File: src/rtl/exec_muldiv_if.sv
// Execute-stage multiply/divide bus: operation request from the pipeline and
// completion/stall feedback from the unit.
interface exec_muldiv_if #(
  parameter int XLEN = 32
);
  logic            FlushE;
  logic            StartE;
  logic [2:0]      FunctE;
  logic [XLEN-1:0] SrcAE;
  logic [XLEN-1:0] SrcBE;
  logic            Busy;
  logic            Done;
  logic [XLEN-1:0] Result;
  logic            StallE;

  modport master (
    output FlushE, StartE, FunctE, SrcAE, SrcBE,
    input  Busy, Done, Result, StallE
  );

  modport slave (
    input  FlushE, StartE, FunctE, SrcAE, SrcBE,
    output Busy, Done, Result, StallE
  );
endinterface

File: src/rtl/exec_muldiv.sv
// exec_muldiv: iterative radix-2 shift-add multiplier and restoring divider.
// Divider datapath is compiled in only when MULDIV_DIV_EN is defined.
module exec_muldiv #(
  parameter int XLEN = 32
) (
  input  logic              clk,
  input  logic              reset,
  exec_muldiv_if.slave      bus,
  output logic [1:0]        dbgState
);

  localparam int CW = $clog2(XLEN + 1);

  typedef enum logic [1:0] {
    IDLE = 2'd0,
    BUSY = 2'd1,
    DONE = 2'd2
  } state_t;

  state_t          state, stateNext;
  logic [CW-1:0]   count;
  logic [2:0]      opReg;
  logic            negA, negB;
  logic [XLEN-1:0] hiReg, loReg, bReg, resultReg;

  logic            aSigned, bSigned, aNegIn, bNegIn;
  logic [XLEN-1:0] aMag, bMag;
  logic            accept, immediate;
  logic [XLEN-1:0] immResult;
  logic [XLEN-1:0] stepHi, stepLo, finalResult;

  // Handshake: an op is accepted when StartE=1, FlushE=0 and the unit is not
  // BUSY; StallE holds the pipeline from acceptance until the Done pulse, and
  // Done is a one-cycle pulse with Result valid (Result then holds).

  assign aSigned = ~(bus.FunctE[0] & (bus.FunctE[1] | bus.FunctE[2]));
  assign bSigned = aSigned & (bus.FunctE != 3'b010);
  assign aNegIn  = aSigned & bus.SrcAE[XLEN-1];
  assign bNegIn  = bSigned & bus.SrcBE[XLEN-1];
  assign aMag    = aNegIn ? -bus.SrcAE : bus.SrcAE;
  assign bMag    = bNegIn ? -bus.SrcBE : bus.SrcBE;
  assign accept  = bus.StartE & ~bus.FlushE & (state != BUSY);

`ifdef MULDIV_DIV_EN
  logic divZero, divOverflow;
  assign divZero     = bus.FunctE[2] & (bus.SrcBE == '0);
  assign divOverflow = bus.FunctE[2] & ~bus.FunctE[0] & (bus.SrcBE == '1) &
                       (bus.SrcAE == {1'b1, {(XLEN-1){1'b0}}});
  assign immediate   = divZero | divOverflow;
  always_comb begin
    immResult = '0;
    if (divZero)          immResult = bus.FunctE[1] ? bus.SrcAE : '1;
    else if (divOverflow) immResult = bus.FunctE[1] ? '0 : bus.SrcAE;
  end
`else
  // Without a divider every divide/remainder op completes at once with zero.
  assign immediate = bus.FunctE[2];
  assign immResult = '0;
`endif

  always_comb begin
    logic [XLEN:0]     mulSum;
    logic [2*XLEN-1:0] product;
    logic [XLEN-1:0]   mulResult;
    mulSum    = loReg[0] ? ({1'b0, hiReg} + {1'b0, bReg}) : {1'b0, hiReg};
    stepHi    = mulSum[XLEN:1];
    stepLo    = {mulSum[0], loReg[XLEN-1:1]};
    product   = {stepHi, stepLo};
    if (negA ^ negB) product = -product;
    mulResult = (opReg[1:0] == 2'b00) ? product[XLEN-1:0] : product[2*XLEN-1:XLEN];
    finalResult = opReg[2] ? '0 : mulResult;
`ifdef MULDIV_DIV_EN
    begin
      logic [XLEN:0]   shifted;
      logic [XLEN-1:0] quo, rem;
      shifted = {hiReg, loReg[XLEN-1]};
      if (opReg[2]) begin
        if (shifted >= {1'b0, bReg}) begin
          stepHi = shifted[XLEN-1:0] - bReg;
          stepLo = {loReg[XLEN-2:0], 1'b1};
        end else begin
          stepHi = shifted[XLEN-1:0];
          stepLo = {loReg[XLEN-2:0], 1'b0};
        end
        quo = (negA ^ negB) ? -stepLo : stepLo;
        rem = negA ? -stepHi : stepHi;
        finalResult = opReg[1] ? rem : quo;
      end
    end
`endif
  end

  always_comb begin
    stateNext = state;
    case (state)
      IDLE, DONE: begin
        if (bus.FlushE)      stateNext = IDLE;
        else if (bus.StartE) stateNext = immediate ? DONE : BUSY;
        else                 stateNext = IDLE;
      end
      BUSY: begin
        if (bus.FlushE)                 stateNext = IDLE;
        else if (count == CW'(1))       stateNext = DONE;
      end
      default: stateNext = IDLE;
    endcase
  end

  always_ff @(posedge clk) begin
    if (reset) begin
      state     <= IDLE;
      count     <= '0;
      opReg     <= '0;
      negA      <= 1'b0;
      negB      <= 1'b0;
      hiReg     <= '0;
      loReg     <= '0;
      bReg      <= '0;
      resultReg <= '0;
    end else begin
      state <= stateNext;
      if (accept) begin
        opReg <= bus.FunctE;
        negA  <= aNegIn;
        negB  <= bNegIn;
        hiReg <= '0;
`ifdef MULDIV_DIV_EN
        loReg <= bus.FunctE[2] ? aMag : bMag;
        bReg  <= bus.FunctE[2] ? bMag : aMag;
`else
        loReg <= bMag;
        bReg  <= aMag;
`endif
        count <= immediate ? '0 : CW'(XLEN);
        if (immediate) resultReg <= immResult;
      end else if (state == BUSY) begin
        if (bus.FlushE) begin
          count <= '0;
        end else begin
          hiReg <= stepHi;
          loReg <= stepLo;
          count <= count - CW'(1);
          if (count == CW'(1)) resultReg <= finalResult;
        end
      end
    end
  end

  assign bus.Busy   = (state == BUSY);
  assign bus.Done   = (state == DONE);
  assign bus.Result = resultReg;
  assign bus.StallE = (state == BUSY) | accept;
  assign dbgState   = state;

endmodule

File: src/flat_wrapper.sv
// flat-port wrapper written by rule: the top's interface ports become plain ports
module exec_muldiv_flat 
#(
  parameter int XLEN = 32
)
  (clk, reset, dbgState, bus_FlushE, bus_StartE, bus_FunctE, bus_SrcAE, bus_SrcBE, bus_Busy, bus_Done, bus_Result, bus_StallE);
  exec_muldiv_if #(.XLEN(XLEN)) bus_i ();
  input  logic clk;
  input  logic reset;
  output logic [1:0] dbgState;
  input wire logic [$bits(bus_i.FlushE)-1:0] bus_FlushE;
  input wire logic [$bits(bus_i.StartE)-1:0] bus_StartE;
  input wire logic [$bits(bus_i.FunctE)-1:0] bus_FunctE;
  input wire logic [$bits(bus_i.SrcAE)-1:0] bus_SrcAE;
  input wire logic [$bits(bus_i.SrcBE)-1:0] bus_SrcBE;
  output wire logic [$bits(bus_i.Busy)-1:0] bus_Busy;
  output wire logic [$bits(bus_i.Done)-1:0] bus_Done;
  output wire logic [$bits(bus_i.Result)-1:0] bus_Result;
  output wire logic [$bits(bus_i.StallE)-1:0] bus_StallE;
  assign bus_i.FlushE = bus_FlushE;
  assign bus_i.StartE = bus_StartE;
  assign bus_i.FunctE = bus_FunctE;
  assign bus_i.SrcAE = bus_SrcAE;
  assign bus_i.SrcBE = bus_SrcBE;
  assign bus_Busy = bus_i.Busy;
  assign bus_Done = bus_i.Done;
  assign bus_Result = bus_i.Result;
  assign bus_StallE = bus_i.StallE;
  exec_muldiv #(.XLEN(XLEN)) u_core (.clk(clk), .reset(reset), .bus(bus_i), .dbgState(dbgState));
endmodule
File: config.mk
export PLATFORM = sky130hd
export DESIGN_NAME = exec_muldiv_flat
export DESIGN_NICKNAME = d
export VERILOG_FILES = /design/src/rtl/exec_muldiv_if.sv /design/src/rtl/exec_muldiv.sv /design/src/flat_wrapper.sv
export SDC_FILE = /design/constraint.sdc
export NUM_CORES = 1
export LEC_CHECK = 0
export CAP_MARGIN = 20
export CORE_AREA = 5 5 144 146
export CTS_CLUSTER_SIZE = 20
export DETAILED_ROUTE_END_ITERATION = 8
export DIE_AREA = 0 0 149 151
export PLACE_DENSITY = 0.82
export SLEW_MARGIN = 15
export SYNTH_ARGS = -nofsm -noshare
export SYNTH_HDL_FRONTEND = slang
export SYNTH_SLANG_ARGS = --single-unit
File: constraint.sdc
create_clock -name clk -period 5.1 [get_ports clk]
set_clock_uncertainty 0.05 [all_clocks]
set_input_delay 0.51 -clock clk [delete_from_list [all_inputs] [get_ports clk]]
set_output_delay 0.51 -clock clk [all_outputs]
set_load 0.02 [all_outputs]
Yosys cells after proc, flatten, opt, wreduce, memory -nomap -nowiden
Cells that the tools add are included.
W data, S select, Z words.

storage, ports and cells
  register bits = 141
  bits in latches = 0
  bits in writable memories = 0
  bits in read-only memories = 0
  bits of input ports = 71
  output and inout bits = 37
  logic and storage cells = 66
  memories = 0

operators by class
  $add $sub $neg = 5
  multiply operators = 0
  div/mod/pow operators = 0
  $lt $le $gt $ge = 0
  equal/unequal tests = 8
  shift-type cells = 0
  multiplexer cells = 24
  bitwise logic cells = 11
  reduce and logical (&&, ||, !) cells = 9

operators by type and width
  cell                   number
  $mux W32               12
  $mux W64               1
  $neg A32 Y32           2
  $neg A64 Y64           1
  $add A32 B32 Y33       1
  $mux W33               1
  $mux W6                4
  $mux W2                5
  $and A1 B1 Y1          6
  $eq A6 B1 Y1 const B   1
  $ne A3 B2 Y1 const B   2
  $sub A6 B1 Y6 const B  1
  $logic_not A2 Y1       2
  $ne A2 B1 Y1 const B   2
  $pmux W2 S2            1
  $reduce_and A2 Y1      2
  $reduce_and A4 Y1      1
  $reduce_bool A2 Y1     2
  $reduce_or A2 Y1       2
  $eq A2 B1 Y1 const B   1
  $eq A2 B2 Y1 const B   1
  $ne A2 B2 Y1 const B   1
  $not A1 Y1             2
  $or A1 B1 Y1           2
  $xor A1 B1 Y1          1

Longest topological paths before layout
  word-level depth = 10
  mapped depth = 14
  mapped depth without buffers = 13

Worst setup path after synthesis
OpenSTA, ideal clock, no wires.

  kind = register to register
  from = reg u_core.bReg[0]
  to = reg u_core.resultReg[31] (netlist: u_core.bus.Result[31])
  library setup time = 0.087 ns
  arrival time = 3.708 ns
  required time = 4.963 ns
  setup slack = 1.255 ns
  stages on the path, launching flop included = 14
  buffers on the path = 0
  clock period less this slack = 3.845 ns
  cells stage by stage = dfxtp_1 ha_1 fa_1 a211oi_1 o21ai_0 a311o_1 a21o_1 a31o_2 a221oi_1 o2111a_1 and2_1 nand4_1 mux2_1 o31ai_1

on the way
  longest elaborated chain between the ends = 10

ends and longest elaborated chain
  what                    RTL line            text
  start, declared         exec_muldiv.sv:24   logic [XLEN-1:0] hiReg, loReg, bReg, resultReg;
  start signal, assigned  exec_muldiv.sv:132  bReg <= aMag;
  $add A32 B32 Y33 (*)    exec_muldiv.sv:65   mulSum = loReg[0] ? ({1'b0, hiReg} + {1'b0, bReg}) : {1'b0, hiReg};
  $mux W33 (*)            exec_muldiv.sv:65
  $neg A64 Y64            exec_muldiv.sv:69   if (negA ^ negB) product = -product;
  $mux W64 (*)            exec_muldiv.sv:69
  $mux W32 (*)            exec_muldiv.sv:70   mulResult = (opReg[1:0] == 2'b00) ? product[XLEN-1:0] : product[2*XLEN-1:XLEN];
  $mux W32 (*)            exec_muldiv.sv:71   finalResult = opReg[2] ? '0 : mulResult;
  $mux W32 (*)            exec_muldiv.sv:143  if (count == CW'(1)) resultReg <= finalResult;
  $mux W32 (*)            exec_muldiv.sv:137  if (bus.FlushE) begin
  $mux W32 (*)            exec_muldiv.sv:136  end else if (state == BUSY) begin
  $mux W32 (*)            exec_muldiv.sv:122  if (accept) begin
  end signal, assigned    exec_muldiv.sv:135  if (immediate) resultReg <= immResult;
  end signal, assigned    exec_muldiv.sv:143
  end, declared           exec_muldiv.sv:24

Every way passes the cells marked *; elsewhere a longest branch is shown, timed or not. The select of a mux whose other input is x is not followed.
A chain may end at the register's enable or synchronous reset.

Worst setup path after layout
Ends and elaborated chain as after synthesis.

==> impl_metrics.py <==
metrics = {
    "synth": {
        "ys_ff_latch": 141,
        "synth.top_cell.area_share_pct": 27.1,
        "postSynth.asyncResetShare_pct": 0,
        "synth_area_per_cell_sq_um": 7.42,
        "yosys_warnings": 0,
        "synth_top_cell_by_area": "dfxtp_1",
        "synthTopCellsByArea": "dfxtp_1, nor2_1, a21oi_1, a211oi_1, xor2_1",
        "ys_types": 70,
        "synthCells": 1403,
        "synth_most_common_cell": "nor2_1",
        "syn_area_sq_um": 10400,
        "synth_nets": 1512,
        "synth_ff_type": "dfxtp_1",
        "seq_area_frac_synth_pct": 27.1,
        "synth_commonest_cells": "nor2_1, dfxtp_1, a21oi_1, nand2_1, o21ai_0",
        "synth_edf_count": 0,
    },
    "clock_network": {
        "h-tree-depth": 4,
        "clk_path_buf_depth": 2,
        "clock_latency_ns": 0.43,
        "cts.clk_slew.worst_paths_ns": 0.06,
        "cts_made_buffers": 17,
        "post_cts_buffers": 0,
        "ctsHoldBuffers": 0,
        "cts_tree": "yes",
        "cts.repair.resized": 0,
        "root_buffer": "clkbuf_16",
        "cts_sinks": 141,
    },
    "sta": {
        "slew_viol_final": 0,
        "worst-slew-pin-transition_ns": 1.03,
        "rsz0062_at_grt": "false",
        "clock.fmax_mhz": 227,
        "setup_tns_ns": 0,
        "timing.final.crit_share_pct": 86.3,
        "relSlewSlack_pct": 30.7,
        "period_needed_ns": 4.40,
        "setup_viol": 0,
        "finalHoldViolCount": 0,
    },
    "grt": {
        "grt_pass1_wl_um": 48100,
        "grt_pass1_vias": 9998,
        "antenna_found_initial": 0,
        "grt_max_degree": 76,
        "grt_use_total_pct": 25.8,
        "overflow": 0,
    },
    "final_layout": {
        "fin_nets": 1562,
        "post-route-util_pct": 63.7,
        "drive_above_1_share_pct": 4.84,
        "multi_input_comb_area_sq_um": 7210,
        "diodes": 0,
        "area_growth_pct": 17.8,
        "seqCellArea_sq_um": 2820,
        "fillers": 1713,
    },
    "die": {
        "die_area_sq_um": 22500,
        "dieHeight_um": 151,
        "start_util_pct": 54.1,
        "core.rowCount": 51,
        "core_area_sq_um": 19300,
        "ios": 108,
        "die_w_um": 149,
    },
    "drt": {
        "route.met2.wl_um": 14200,
        "drcViolationCount": 0,
        "wl_per_cell_um": 16.8,
        "drt_iter0_markers": 874,
        "drt-met1-wl_um": 12400,
        "antenna_left": 0,
        "wl_um": 29000,
        "dr.pass1.iters": 5,
        "dr.max_layer_used": "met4",
        "vias": 10600,
        "wl_met3_um": 1430,
        "via_per_inst": 6.13,
    },
    "critical_path": {
        "crit_buf_inv": 0,
        "crit_fanout": 6,
        "r2r_slack_ns": 0.70,
        "cp_slowest_cell": "fa_1",
        "arrival_ns": 4.70,
        "required_ns": 5.39,
        "crit_path_cell_trace": "ha_1, fa_1, a211oi_1, o21ai_0, a311o_1, nand4b_1, o211ai_1, nor4_4, nand4_1, nor4_4, nand4_1, mux2_1, o31ai_1",
        "slowest_delay_ns": 0.45,
        "start_kind": "register",
        "critPathKind": "register to register",
        "crit_family": "compound AO/OA/AOI/OAI gates",
        "cp-end-kind": "register",
    },
    "power": {
        "pwr_density_cell_nw_per_um2": 258,
        "sw_frac_of_total_pct": 29.5,
        "pwr-share-seq_pct": 37.5,
        "ir_worst_vdd_mv": 0.220,
        "pwr-share-clk_pct": 42.0,
        "p_comb_share_pct": 20.5,
        "internal_power_w": 0.00223,
        "power.switching_w": 0.000933,
        "p_leak_nw": 4.44,
    },
    "flow_run": {
        "cap_violations": 0,
    },
    "place": {
        "hpwl_um": 21500,
        "port_buffers": 107,
        "gp_congestion": 0.922,
    },
    "min_path": {
        "hp-class": "register to register",
    },
    "status": {
        "outcome": "finished, final reports clean",
    },
}
flip-flops by register name (all words and copies together), names as in the netlist:
register,cells
u_core.loReg,32
u_core.bReg,32
u_core.negA,1
u_core.negB,1
u_core.hiReg,32
u_core.dbgState,2
u_core.bus.Result,32
u_core.count,6
u_core.opReg,3
per-layer routing:
layer / track usage [%] / vias to the layer above
li1: - / 5234
met2: 43.9 / 316
met5: 0 / -
met4: 9.75 / 0
met3: 4.67 / 76
met1: 32.7 / 4979
power by group through the flow:
stage / clock, W / combinational (W) / sequential [W]
2_1_floorplan: 0 / 0.000447 / 0.00120
3_5_place_dp: 0 / 0.000635 / 0.00121
4_1_cts: 0.00134 / 0.000641 / 0.00119
3_3_place_gp: 0 / 0.000624 / 0.00121
5_1_grt: 0.00140 / 0.000716 / 0.00119
6_report: 0.00133 / 0.000649 / 0.00119
layout by cell type, fill, tap and decap left out, types with 5 or more instances in the layout:
cell               n
a21oi_1          125
nand3b_1           5
a211o_1            5
ha_1              37
buf_4             15
a211oi_1          82
clkdlybuf4s50_1  106
dfxtp_1          140
nor2b_1           13
nand4_1            8
a22oi_1           26
a31oi_1           15
nand2b_1          15
o31ai_1           23
a21o_1            12
o211ai_1          12
and2_1             7
nor3_1            40
mux2i_1           14
o41ai_1            8
xnor2_1           61
clkbuf_16         17
nor2_1           210
o21a_1             7
xor2_1            65
o21ai_0           85
inv_1             20
or3_1             16
a41oi_1            8
a311oi_1          10
nand2_1          118
nor4_1            16
nand3_1           20
and3_1             6
or4_1             15
cell type report:
cell class              count  area share, %
multi-input cells        1149           58.7
well taps                 265           2.70
flip-flops and latches    141           23.0
clock buffers              21           3.91
repair buffers            124           9.81
clock inverters            11           1.24
inverters                  20          0.612
logic make-up after synthesis:
kind of cell	count (synthesis)	synth area share, %
AND/OR/NAND/NOR	509	23.1
adder cells (fa/ha/maj)	38	4.64
multiplexers	19	1.89
AO/OA/AOI/OAI	455	28.5
buffers and inverters	113	4.10
flip-flops	141	27.1
XOR/XNOR	128	10.8
metrics by stage:
step	hold slack, ns	setup slack, ns	std cells	area [sq um]	power (W)
floorplan	0.391	1.26	1403	10400	0.00165
global placement	0.400	0.939	1697	11600	0.00183
detailed placement	0.414	0.783	1698	11600	0.00185
CTS	0.414	0.756	1730	12300	0.00317
global route	0.427	0.389	1731	12300	0.00331
finish	0.421	0.697	1731	12300	0.00316
worst paths after layout:
| check | endpoint | from | cells after the start |
|---|---|---|---|
| worst max register to register | u_core.bus.Result[31]$_SDFFE_PP0P_ | u_core.bReg[0]$_SDFFE_PP0P_ | 13 |
| worst min register to register | u_core.bReg[0]$_SDFFE_PP0P_ | u_core.bReg[0]$_SDFFE_PP0P_ | 2 |
| worst max-delay path | u_core.bus.Result[31]$_SDFFE_PP0P_ | u_core.bReg[0]$_SDFFE_PP0P_ | 13 |
| worst min-delay path | u_core.bReg[0]$_SDFFE_PP0P_ | u_core.bReg[0]$_SDFFE_PP0P_ | 2 |
tightest hold or removal path, cell delays in order (launching register included):
cell and delay (ns):
dfxtp_1 0.31, nand2_1 0.06, a21oi_1 0.06
No activity file was read; power rests on OpenSTA's default activity.
